==> src/rtl/lcd_reader_pkg.sv <==
// Shared definitions for the HD44780 4-bit LCD read and write engines:
// FSM encoding, controller timing in ns at a 50 MHz clock, busy-flag position.
package lcd_reader_pkg;

    typedef enum logic [2:0] {
        S_IDLE   = 3'd0,
        S_OWN    = 3'd1,
        S_SETUP  = 3'd2,
        S_E_HIGH = 3'd3,
        S_HOLD   = 3'd4,
        S_GAP    = 3'd5,
        S_FIN    = 3'd6
    } lcd_state_t;

    localparam int CLK_HZ     = 50_000_000;
    localparam int NS_PER_CLK = 1_000_000_000 / CLK_HZ;

    localparam int T_AS_NS  = 60;
    localparam int T_PW_NS  = 450;
    localparam int T_DDR_NS = 360;
    localparam int T_AH_NS  = 20;
    localparam int T_GAP_NS = 1000;

    localparam int BF_BIT = 7;

    function automatic int ns_to_cycles(input int ns);
        return (ns + NS_PER_CLK - 1) / NS_PER_CLK;
    endfunction

endpackage

==> src/rtl/lcd_delay_cnt.sv <==
// Loadable down-counter with a zero flag, used to time LCD strobe phases.
// A load of N gives N+1 cycles before o_zero rises; the counter then holds at zero.
module lcd_delay_cnt #(
    parameter int W = 16
) (
    input  logic         i_clk,
    input  logic         i_rst,
    input  logic         i_load,
    input  logic [W-1:0] i_val,
    output logic         o_zero
);

    logic [W-1:0] r_cnt;

    always_ff @(posedge i_clk or posedge i_rst) begin
        if (i_rst) begin
            r_cnt <= '0;
        end else if (i_load) begin
            r_cnt <= i_val;
        end else if (r_cnt != '0) begin
            r_cnt <= r_cnt - W'(1);
        end
    end

    assign o_zero = (r_cnt == '0);

endmodule

==> src/rtl/lcd_reader.sv <==
// 4-bit HD44780 read engine: one byte as two E-pulsed nibbles (high first), optional BF polling.
// Non-poll read completes 2 + 2*(T_SETUP+T_EPW+T_HOLD+T_GAP) cycles after start; start ignored while busy.
module lcd_reader
    import lcd_reader_pkg::*;
#(
    parameter int T_SETUP  = 3,
    parameter int T_EPW    = 24,
    parameter int T_HOLD   = 2,
    parameter int T_GAP    = 50,
    parameter int POLL_MAX = 20000
) (
    input  logic       i_clk,
    input  logic       i_rst,
    input  logic       i_start,
    input  logic       i_rs_sel,
    input  logic       i_poll,
    input  logic [3:0] i_lcd_din,
    output logic       o_lcd_rs,
    output logic       o_lcd_w,
    output logic       o_lcd_e,
    output logic       o_bus_own,
    output logic       o_busy,
    output logic       o_done,
    output logic [7:0] o_rd_data,
    output logic       o_timeout
);

    localparam int CNT_W = 16;
    localparam int PC_W  = $clog2(POLL_MAX + 1);

    lcd_state_t      r_state;
    logic            r_lcd_rs;
    logic            r_lcd_w;
    logic            r_lcd_e;
    logic            r_bus_own;
    logic            r_busy;
    logic            r_done;
    logic [7:0]      r_rd_data;
    logic            r_timeout;
    logic            r_rs_lat;
    logic            r_poll;
    logic            r_nibble;
    logic [PC_W-1:0] r_poll_cnt;

    logic             w_cnt_load;
    logic [CNT_W-1:0] w_cnt_val;
    logic             w_cnt_zero;
    logic             w_bf;

    assign w_bf = r_rd_data[BF_BIT];

    // The counter is reloaded on every transition into a timed phase with that phase's length.
    always_comb begin
        w_cnt_load = 1'b0;
        w_cnt_val  = '0;
        case (r_state)
            S_OWN: begin
                w_cnt_load = 1'b1;
                w_cnt_val  = CNT_W'(T_SETUP - 1);
            end
            S_SETUP: begin
                w_cnt_load = w_cnt_zero;
                w_cnt_val  = CNT_W'(T_EPW - 1);
            end
            S_E_HIGH: begin
                w_cnt_load = w_cnt_zero;
                w_cnt_val  = CNT_W'(T_HOLD - 1);
            end
            S_HOLD: begin
                w_cnt_load = w_cnt_zero;
                w_cnt_val  = CNT_W'(T_GAP - 1);
            end
            S_GAP: begin
                w_cnt_load = w_cnt_zero;
                w_cnt_val  = CNT_W'(T_SETUP - 1);
            end
            default: begin
                w_cnt_load = 1'b0;
                w_cnt_val  = '0;
            end
        endcase
    end

    lcd_delay_cnt #(
        .W(CNT_W)
    ) u_delay (
        .i_clk  (i_clk),
        .i_rst  (i_rst),
        .i_load (w_cnt_load),
        .i_val  (w_cnt_val),
        .o_zero (w_cnt_zero)
    );

    always_ff @(posedge i_clk or posedge i_rst) begin
        if (i_rst) begin
            r_state    <= S_IDLE;
            r_lcd_rs   <= 1'b0;
            r_lcd_w    <= 1'b0;
            r_lcd_e    <= 1'b0;
            r_bus_own  <= 1'b0;
            r_busy     <= 1'b0;
            r_done     <= 1'b0;
            r_rd_data  <= 8'h00;
            r_timeout  <= 1'b0;
            r_rs_lat   <= 1'b0;
            r_poll     <= 1'b0;
            r_nibble   <= 1'b0;
            r_poll_cnt <= '0;
        end else begin
            r_done <= 1'b0;
            case (r_state)
                S_IDLE: begin
                    if (i_start) begin
                        r_rs_lat   <= i_rs_sel & ~i_poll;
                        r_poll     <= i_poll;
                        r_timeout  <= 1'b0;
                        r_poll_cnt <= '0;
                        r_nibble   <= 1'b0;
                        r_bus_own  <= 1'b1;
                        r_busy     <= 1'b1;
                        r_state    <= S_OWN;
                    end
                end
                S_OWN: begin
                    r_lcd_rs <= r_rs_lat;
                    r_lcd_w  <= 1'b1;
                    r_state  <= S_SETUP;
                end
                S_SETUP: begin
                    if (w_cnt_zero) begin
                        r_lcd_e <= 1'b1;
                        r_state <= S_E_HIGH;
                    end
                end
                S_E_HIGH: begin
                    if (w_cnt_zero) begin
                        if (r_nibble) begin
                            r_rd_data[3:0] <= i_lcd_din;
                        end else begin
                            r_rd_data[7:4] <= i_lcd_din;
                        end
                        r_lcd_e <= 1'b0;
                        r_state <= S_HOLD;
                    end
                end
                S_HOLD: begin
                    if (w_cnt_zero) begin
                        r_state <= S_GAP;
                    end
                end
                S_GAP: begin
                    if (w_cnt_zero) begin
                        if (!r_nibble) begin
                            r_nibble <= 1'b1;
                            r_state  <= S_SETUP;
                        end else if (r_poll && w_bf && (r_poll_cnt < PC_W'(POLL_MAX - 1))) begin
                            r_poll_cnt <= r_poll_cnt + PC_W'(1);
                            r_nibble   <= 1'b0;
                            r_state    <= S_SETUP;
                        end else begin
                            // Still busy here in poll mode means the read budget ran out.
                            r_timeout <= r_poll & w_bf;
                            r_lcd_w   <= 1'b0;
                            r_lcd_rs  <= 1'b0;
                            r_done    <= 1'b1;
                            r_bus_own <= 1'b0;
                            r_busy    <= 1'b0;
                            r_state   <= S_FIN;
                        end
                    end
                end
                S_FIN: begin
                    r_state <= S_IDLE;
                end
                default: begin
                    r_state <= S_IDLE;
                end
            endcase
        end
    end

    assign o_lcd_rs  = r_lcd_rs;
    assign o_lcd_w   = r_lcd_w;
    assign o_lcd_e   = r_lcd_e;
    assign o_bus_own = r_bus_own;
    assign o_busy    = r_busy;
    assign o_done    = r_done;
    assign o_rd_data = r_rd_data;
    assign o_timeout = r_timeout;

endmodule

==> config.mk <==
export PLATFORM = sky130hd
export DESIGN_NAME = lcd_reader
export DESIGN_NICKNAME = d
export VERILOG_FILES = /design/src/rtl/lcd_reader_pkg.sv /design/src/rtl/lcd_delay_cnt.sv /design/src/rtl/lcd_reader.sv
export SDC_FILE = /design/constraint.sdc
export NUM_CORES = 1
export LEC_CHECK = 0
export CORE_MARGIN = 2
export CORE_UTILIZATION = 50
export DETAILED_ROUTE_END_ITERATION = 8
export MAX_ROUTING_LAYER = met4
export PLACE_DENSITY = 0.72
export REMOVE_ABC_BUFFERS = 1
export SYNTH_ARGS = -nofsm -noshare
export SYNTH_HDL_FRONTEND = slang
export SYNTH_SLANG_ARGS = --single-unit
==> constraint.sdc <==
create_clock -name i_clk -period 2.6 [get_ports i_clk]
set_clock_uncertainty 0.15 [all_clocks]
set_input_delay 0.39 -clock i_clk [delete_from_list [all_inputs] [get_ports i_clk]]
set_output_delay 0.39 -clock i_clk [all_outputs]
set_load 0.01 [all_outputs]
==> results of run 1 <==
final timing paths:
kind	depth (start not counted)	endpoint	slack (ns)
max	9	r_poll_cnt[8]	0.29
min	2	u_delay.r_cnt[7]	0.30
max reg2reg	9	r_poll_cnt[8]	0.29
min reg2reg	2	o_lcd_rs	0.34
max in group asynchronous	3	r_poll	1.33
min in group i_clk	2	o_lcd_rs	0.34
metal layers:
| metal | vias to the layer above | track usage, % |
|---|---|---|
| met3 | 6 | 4.02 |
| met1 | 1091 | 30.4 |
| met5 | - | - |
| li1 | 1128 | - |
| met4 | 0 | 5.79 |
| met2 | 50 | 31.6 |
cell usage in the layout (no fill, tap or decap), drive strengths merged, types with 2 or more instances in the layout:
cell type / count
dfrtp: 51
nand2: 34
clkdlybuf4s50: 23
nor2: 22
a21oi: 16
buf: 15
a31oi: 14
o21ai: 13
nand3: 12
inv: 10
mux2: 8
nand4: 8
xor2: 7
nor3: 6
a41oi: 6
nor4: 6
and3: 5
xnor2: 5
ha: 5
clkbuf: 5
or3: 4
nand2b: 4
and4: 4
a211oi: 4
nor2b: 3
a21o: 3
or4: 2
o22ai: 2
mux2i: 2
o32a: 2
nor4b: 2
clkinv: 2
per-stage QoR:
stage / hold slack (ns) / cells / total power [mW] / utilization (%) / worst slack, ns
final: 0.304 / 394 / 1.41 / 59.7 / 0.291
after global routing: 0.359 / 394 / 1.47 / 59.7 / 0.125
after CTS: 0.315 / 394 / 1.43 / 59.6 / 0.135
after detailed placement: 0.327 / 386 / 0.872 / 57.6 / 0.167
after global placement: 0.320 / 386 / 0.872 / 57.6 / 0.263
after floorplan: 0.289 / 276 / 0.837 / - / 0.0553
critical path: stages, from the launching register on:
cell and delay (ns):
dfrtp_1 0.42, inv_1 0.12, ha_1 0.15, nor3b_2 0.28, nand4_2 0.20, buf_4 0.20, a211oi_2 0.18, buf_4 0.21
a41oi_1 0.12, a31oi_1 0.17
logic make-up (layout without fill, tap and decap cells):
group / count (synthesis) / count (layout)
AO/OA/AOI/OAI: 70 / 70
flip-flops: 51 / 51
multiplexers: 10 / 10
AND/OR/NAND/NOR: 118 / 118
XOR/XNOR: 12 / 12
buffers and inverters: 24 / 56
adder cells (fa/ha/maj): 5 / 5
repair_timing:
| action | CTS | global route |
|---|---|---|
| setup endpoints to repair | 0 | 12 |
| resized for setup | 0 | 1 |
| hold buffers | 0 | 0 |
| setup buffers | 0 | 0 |
state kept, by name (all words and copies together), names as in the netlist, 3 cells and up:
register       count
r_state            3
o_rd_data          8
r_poll_cnt        15
u_delay.r_cnt     16
area by class of cell:
class | instances | share of cell area (%)
inverter | 10 | 1.16
clock inverter | 3 | 1.35
multi-input combinational | 215 | 42.8
timing repair buffer | 38 | 10.6
tap | 72 | 2.77
sequential | 51 | 39.3
clock buffer | 5 | 2.12
power breakdown:
part	total, mW	internal, mW	leakage (nW)	switching (mW)
combinational	0.0521	0.0268	0.737	0.0253
sequential	0.803	0.799	0.575	0.00380
clock	0.558	0.287	0.0581	0.271
==> impl_metrics.py, run 1 <==
metrics = {
    "status": {
        "status": "finished clean",
    },
    "floorplanning": {
        "die_y_um": 78.4,
        "num_rows": 27,
        "fp.dieArea_mm2": 0.00615,
        "core_area_mm2": 0.00544,
        "start_util_pct": 50.9,
        "pin_count": 24,
        "die_w_um": 78.4,
    },
    "route": {
        "avgRoutedWirePerCell_um": 14.6,
        "via_per_inst": 5.77,
        "via_count": 2275,
        "met3_length_um": 232,
        "wl_met1_um": 2930,
        "routed-wl-met2_um": 2550,
        "wirelength_um": 5770,
        "first_pass_iters": 4,
        "ant_nets": 0,
        "drt_iter0_markers": 153,
        "remaining_drc_errors": 0,
        "topRoutingLayerUsed": "met4",
    },
    "synth": {
        "synth_edf_count": 0,
        "synth_area_leader_cell": "dfrtp_1",
        "netlist_area_mm2": 0.00277,
        "synth_adder_area_share_pct": 2.26,
        "ys.flop_type": "dfrtp_1",
        "synth_top_cell_area_share_pct": 46.1,
        "synth_seq_area_share_pct": 46.1,
        "ys_ff_latch": 51,
        "synth.most_common_cell": "dfrtp_1",
        "syn_avg_cell_area_um2": 9.54,
        "synth_compound_area_share_pct": 16.7,
        "synth_top_family_by_area": "simple AND/OR/NAND/NOR gates",
        "synth_area_leaders": "dfrtp_1 (46%), nand2_1 (4.6%), mux2_1 (3.3%), a31oi_1 (3.2%), nor2_1 (3.0%)",
        "synthArstFlopShare_pct": 100,
        "ys_warn_count": 0,
        "syn_inst": 290,
        "synth-simple-area-share_pct": 23.3,
        "muxShareOfSynthArea_pct": 3.98,
        "synth-xor-area-share_pct": 3.80,
        "netlist_top_cells_count": "dfrtp_1 (51), nand2_1 (34), nor2_1 (22)",
        "ys_types": 55,
    },
    "sta": {
        "drv_slew": 0,
        "post-route-min-period_ns": 2.31,
        "finalHoldViolations": 0,
        "setup_viol": 0,
        "slew_headroom_pct": 60.6,
        "tns_ns": 0,
        "rsz0062_at_grt": "false",
        "max_freq_mhz": 433,
        "fin_crit_sh_pct": 88.8,
        "worst_pin_slew_ns": 0.590,
    },
    "placed_design": {
        "gp_congestion": 0.823,
        "dpl-instance-area_mm2": 0.00313,
        "io_buffers": 23,
        "hpwlAfterDp_um": 4220,
    },
    "pwr": {
        "p_per_area_mw_per_mm2": 435,
        "p_leak_nw": 1.37,
        "vdd_drop_max_mv": 0.301,
    },
    "grt": {
        "antenna_found_initial": 0,
        "grt_usage_pct": 21.4,
        "gr-total-overflow": 0,
        "grt_max_degree": 29,
        "grt_pass1_wl_um": 10300,
        "grt_pass1_vias": 2145,
    },
    "finish": {
        "register_area_mm2": 0.00128,
        "antenna_cells": 0,
        "final_area_mm2": 0.00325,
        "nets": 335,
        "final_layout_size_suffix_gt1_share_pct": 10.6,
        "n_fill_cell": 461,
        "multiInputGateArea_mm2": 0.00139,
        "syn2layout_area_growth_pct": 17.4,
    },
    "job": {
        "maxCapViolCount": 0,
    },
    "setup_path": {
        "start_kind": "register",
        "crit_type": "reg -> reg",
        "cp-end-kind": "register",
        "worstReg2RegStart": "u_delay.r_cnt[0]",
        "worstPathRequired_ns": 2.68,
        "cp_max_fo": 11,
        "startpoint": "u_delay.r_cnt[0]",
        "worstPathArrival_ns": 2.38,
    },
    "min_path": {
        "min_path_type": "in -> async",
    },
    "clock_tree": {
        "clockRootBuffer": "clkbuf_8",
        "clkLatencyLatePin_ns": 0.31,
        "cts_buffers": 5,
        "clockBufferDepth": 2,
        "htreeDepth": 2,
        "cts.sink_count": 51,
        "clk_pin_slew_worst_paths_ns": 0.10,
        "tritoncts": "built",
    },
}
(Power assumes the default switching activity.)
==> run 2: changes to the inputs <==
- PLACE_DENSITY: 0.72 -> 0.71
- TNS_END_PERCENT: unset -> 30
==> run 2 against run 1 <==
Core utilization shrank 0.69 points. Clock-buffer cell count grew 1. Global-route usage is 1.1 points higher. Worst setup slack lost 0.042 ns. Clock power down 19%. Critical path type unchanged. Largest power group unchanged.
==> impl_metrics.py, run 2 (synthesized netlist as in run 1, its figures left out) <==
metrics = {
    "finish": {
        "final_layout_size_suffix_gt1_share_pct": 9.40,
        "final_common_cell": "dfrtp_1",
        "layout.cells.non_filler": 391,
        "largest_reg_flops": 16,
        "fin_util_pct": 59.0,
        "nets": 332,
        "top_register": "u_delay.r_cnt",
        "final_cell_mix": "dfrtp_1 (51), nand2_1 (34), clkdlybuf4s50_1 (23), nor2_1 (22), a21oi_1 (15)",
        "syn2layout_area_growth_pct": 16.0,
        "antenna_cells": 0,
    },
    "grt": {
        "grt_pass1_wl_um": 10800,
        "grtUsageMet3_pct": 4.25,
        "antenna_found_initial": 0,
        "met1_usage_pct": 31.1,
        "busiest_layer": "met2",
        "grt_max_degree": 25,
        "use_met2_pct": 34.2,
        "grt_usage_pct": 22.5,
        "grt_pass1_vias": 2263,
        "gr-total-overflow": 0,
    },
    "route": {
        "wirelength_um": 6030,
        "first_pass_iters": 5,
        "drt_iter0_markers": 158,
        "ant_nets": 0,
        "via_count": 2341,
        "remaining_drc_errors": 0,
        "via_per_inst": 5.99,
        "avgRoutedWirePerCell_um": 15.4,
    },
    "setup_path": {
        "crit_type": "reg -> reg",
        "startpoint": "u_delay.r_cnt[0]",
        "reg2reg_slack_ns": 0.25,
        "slowest_stage": "or3_1",
        "cp-end-kind": "register",
        "worstReg2RegStart": "u_delay.r_cnt[0]",
        "r2r_end": "o_rd_data[1]",
        "slowest_delay_ns": 0.51,
        "worstPathArrival_ns": 2.39,
        "crit_chain": "inv_1 -> ha_1 -> nor3b_2 -> nand4_2 -> or3_1 -> mux2_1",
        "worstPathRequired_ns": 2.64,
        "start_kind": "register",
        "reg2reg_depth": 6,
        "cp_max_fo": 8,
        "cp-endpoint": "o_rd_data[1]",
    },
    "clock_tree": {
        "clkLatencyLatePin_ns": 0.31,
        "clockRootBuffer": "clkbuf_8",
        "cts_hold_buf": 0,
        "cts_resized": 0,
        "clk_pin_slew_worst_paths_ns": 0.10,
        "cts.sink_count": 51,
        "tritoncts": "built",
        "htreeDepth": 2,
        "clockBufferDepth": 2,
        "cts_setup_buffers": 0,
        "cts_buffers": 5,
    },
    "placed_design": {
        "hpwlAfterDp_um": 4340,
        "io_buffers": 23,
        "gp_congestion": 0.823,
        "placed_cells": 383,
    },
    "sta": {
        "worst_pin_slew_ns": 0.523,
        "finalHoldViolations": 0,
        "setup_viol": 0,
        "rsz0062_at_grt": "false",
        "fin_crit_sh_pct": 90.4,
        "drv_slew": 0,
        "post-route-min-period_ns": 2.35,
        "tns_ns": 0,
        "slew_headroom_pct": 64.9,
        "max_freq_mhz": 425,
    },
    "floorplanning": {
        "die_y_um": 78.4,
        "pin_count": 24,
        "num_rows": 27,
        "core_area_mm2": 0.00544,
        "start_util_pct": 50.9,
        "fp.dieArea_mm2": 0.00615,
        "die_w_um": 78.4,
    },
    "pwr": {
        "p_clk_share_pct": 34.6,
        "power_frac_seq_pct": 61.2,
        "p_sw_share_pct": 22.5,
        "netSwitchingPower_uw": 296,
        "vdd_drop_max_mv": 0.224,
        "p_leak_nw": 1.34,
        "combPwrFrac_pct": 4.2,
        "p_int_mw": 1.02,
        "p_per_area_mw_per_mm2": 409,
    },
    "status": {
        "status": "finished clean",
    },
    "job": {
        "maxCapViolCount": 0,
    },
    "min_path": {
        "min_path_type": "in -> async",
    },
}
==> run 2: changes by cell type in the layout (fill, tap and decap cells not counted) <==
cell / before / now
buf_12: 0 / 1
buf_4: 15 / 11
bufinv_16: 1 / 0
clkbuf_1: 0 / 1
clkinv_4: 1 / 0
clkinvlp_4: 0 / 1
==> run 2: cell type report <==
type | instances | area (um^2)
Sequential cell | 51 | 1280
Inverter | 10 | 37.5
Fill cell | 478 | 2230
Tap cell | 72 | 90.1
Clock inverter | 2 | 12.5
Multi-Input combinational cell | 215 | 1390
Clock buffer | 6 | 72.6
Timing Repair Buffer | 35 | 333
==> run 2: per-stage QoR <==
stage / setup WS [ns] / power [mW] / instance area (um^2) / hold slack (ns)
after floorplan: 0.0553 / 0.837 / 2700 / 0.289
after global placement: 0.223 / 0.875 / 3120 / 0.307
after detailed placement: 0.117 / 0.875 / 3120 / 0.313
after CTS: 0.0865 / 1.33 / 3210 / 0.234
after global routing: 0.0589 / 1.36 / 3210 / 0.250
final: 0.249 / 1.31 / 3210 / 0.227
==> run 2: power groups by stage <==
stage | registers, mW | logic, mW | clock network [mW]
global route | 0.804 | 0.0613 | 0.495
CTS | 0.803 | 0.0566 | 0.466
floorplan | 0.821 | 0.0165 | 0
global placement | 0.819 | 0.0558 | 0
finish | 0.803 | 0.0546 | 0.454
detailed placement | 0.819 | 0.0562 | 0
==> run 2: metal layers <==
layer / up-vias / routed length [um]
met5: - / 0
met2: 59 / 2800
li1: 1122 / -
met3: 12 / 233
met4: 0 / 91
met1: 1148 / 2900
==> run 2: worst min-delay path by stage <==
stage	endpoint	cells past startpoint	startpoint
3_5_place_dp	o_lcd_rs	2	r_rs_lat
3_3_place_gp	o_lcd_rs	2	r_rs_lat
5_1_grt	u_delay.r_cnt[14]	2	i_rst
4_1_cts	u_delay.r_cnt[14]	2	i_rst
6_report	u_delay.r_cnt[14]	2	i_rst
2_1_floorplan	o_lcd_rs	2	r_rs_lat
==> run 2: worst max-delay path: cells and delay by family (launching register included) <==
family	cells	cell delay (ns)
and+or+nand+nor	3	1.02
DFF	1	0.42
muxes	1	0.34
buffers and inverters	1	0.12
adders and majority gates	1	0.18
==> run 3: changes to the inputs <==
- PLACE_DENSITY: 0.71 -> unset
- PLACE_DENSITY_LB_ADDON: unset -> 0.15
==> run 3 against run 2 <==
Worst setup slack got worse by 0.11 ns. Die area unchanged. First-iteration DRC count is 8.9% higher. Flip-flop and latch count unchanged. Largest power group unchanged. Highest routed layer unchanged.
==> impl_metrics.py, run 3 (synthesized netlist as in run 1, its figures left out) <==
metrics = {
    "status": {
        "status": "finished clean",
    },
    "route": {
        "ant_nets": 0,
        "wirelength_um": 5710,
        "avgRoutedWirePerCell_um": 14.6,
        "via_count": 2244,
        "via_per_inst": 5.75,
        "drt_iter0_markers": 172,
        "remaining_drc_errors": 0,
        "first_pass_iters": 4,
    },
    "finish": {
        "syn2layout_area_growth_pct": 15.4,
        "largest_reg_flops": 16,
        "nets": 331,
        "final_area_mm2": 0.00319,
        "top_register": "u_delay.r_cnt",
        "final_cell_mix": "dfrtp_1 (51), nand2_1 (34), clkdlybuf4s50_1 (23), nor2_1 (22), a21oi_1 (15)",
        "n_fill_cell": 484,
        "final_common_cell": "dfrtp_1",
        "fin_util_pct": 58.7,
        "antenna_cells": 0,
        "final_layout_size_suffix_gt1_share_pct": 9.43,
    },
    "pwr": {
        "vdd_drop_max_mv": 0.207,
        "p_leak_nw": 1.33,
        "p_per_area_mw_per_mm2": 416,
        "netSwitchingPower_uw": 312,
        "p_sw_share_pct": 23.4,
        "power_frac_seq_pct": 60.4,
        "p_int_mw": 1.02,
        "p_clk_share_pct": 35.8,
        "combPwrFrac_pct": 3.8,
    },
    "grt": {
        "grt_usage_pct": 20.4,
        "grt_pass1_vias": 2134,
        "grt_max_degree": 52,
        "antenna_found_initial": 0,
        "grt_pass1_wl_um": 9720,
        "gr-total-overflow": 0,
    },
    "clock_tree": {
        "clockRootBuffer": "clkbuf_8",
        "cts_buffers": 5,
        "cts.sink_count": 51,
        "cts_resized": 0,
        "clk_pin_slew_worst_paths_ns": 0.10,
        "clkLatencyLatePin_ns": 0.31,
        "clockBufferDepth": 2,
        "htreeDepth": 2,
        "tritoncts": "built",
        "cts_setup_buffers": 0,
        "cts_hold_buf": 0,
    },
    "setup_path": {
        "start_kind": "register",
        "slowest_stage": "dfrtp_1",
        "path_delay_family": "simple AND/OR/NAND/NOR gates",
        "slowest_delay_ns": 0.43,
        "crit_chain": "inv_1 -> ha_1 -> nor3b_1 -> and4_2 -> buf_4 -> nand2b_1 -> a211oi_1 -> o32a_1",
        "cp-end-kind": "register",
        "worstPathArrival_ns": 2.56,
        "crit_type": "reg -> reg",
        "cp_num_buf_inv": 2,
        "cp_max_fo": 11,
        "worstPathRequired_ns": 2.70,
    },
    "floorplanning": {
        "die_y_um": 78.4,
        "num_rows": 27,
        "pin_count": 24,
        "fp.dieArea_mm2": 0.00615,
        "start_util_pct": 50.9,
        "die_w_um": 78.4,
        "core_area_mm2": 0.00544,
    },
    "placed_design": {
        "dpl-instance-area_mm2": 0.00310,
        "gp_congestion": 0.855,
        "hpwlAfterDp_um": 4130,
        "io_buffers": 23,
    },
    "sta": {
        "drv_slew": 0,
        "finalHoldViolations": 0,
        "max_freq_mhz": 407,
        "worst_pin_slew_ns": 0.639,
        "fin_crit_sh_pct": 94.6,
        "rsz0062_at_grt": "false",
        "slew_headroom_pct": 57.4,
        "tns_ns": 0,
        "post-route-min-period_ns": 2.46,
        "setup_viol": 0,
    },
    "min_path": {
        "min_path_type": "reg -> reg",
    },
    "job": {
        "maxCapViolCount": 0,
    },
}
## run 3: cell count changes in the layout (fill, tap and decap cells not counted), sizes merged
cell      change
clkinvlp      +1
buf           -1
inv           +1
clkbuf        -1
clkinv        -1
## run 3: cell type report
cell class                      count  area (um^2)  area share (%)
Clock inverter                      3         23.8           0.744
Clock buffer                        5         68.8            2.15
Sequential cell                    51         1280            40.0
Inverter                           10         37.5            1.18
Multi-Input combinational cell    215         1390            43.4
Tap cell                           72         90.1            2.82
Timing Repair Buffer               34          313            9.79
## run 3: path summary, 6_finish.rpt
kind | from | endpoint | slack [ns] | cells after the start
worst max register to register | u_delay.r_cnt[0] | u_delay.r_cnt[4] | 0.14 | 8
max in group asynchronous | i_rst | u_delay.r_cnt[2] | 1.46 | 3
worst min register to register | r_rs_lat | o_lcd_rs | 0.32 | 2
min in group asynchronous | i_rst | u_delay.r_cnt[15] | 0.40 | 3
worst max-delay path | u_delay.r_cnt[0] | u_delay.r_cnt[4] | 0.14 | 8
worst min-delay path | r_rs_lat | o_lcd_rs | 0.32 | 2
## run 3: tightest hold or removal path, stage by stage (launching register included)
cell     delay (ns)
dfrtp_1        0.35
nand2_1        0.05
nand2_1        0.05
## run 3: metrics by stage
step,worst slack (ns),hold WS (ns),power [mW],cells
3_3_place_gp,0.252,0.306,0.870,382
6_report,0.141,0.322,1.33,390
5_1_grt,0.00218,0.358,1.38,390
3_5_place_dp,0.146,0.302,0.871,382
4_1_cts,0.107,0.325,1.35,390
2_1_floorplan,0.0553,0.289,0.837,276
## run 3: power by group through the flow
stage                     clock network [mW]  registers, mW  logic (mW)
after global placement                     0          0.819      0.0519
after detailed placement                   0          0.819      0.0526
after CTS                              0.492          0.803      0.0527
after floorplan                            0          0.821      0.0165
final                                  0.476          0.803      0.0506
after global routing                   0.521          0.804      0.0561
## run 3: per-layer routing
layer  global-route usage (%)  vias to the layer above  part of all wire, %
met3                     5.06                        6                  3.2
met2                     32.5                       32                   51
met1                     26.5                     1088                   45
met4                     5.09                        0                 0.74
li1                         -                     1118                    -
met5                        -                        -                    0
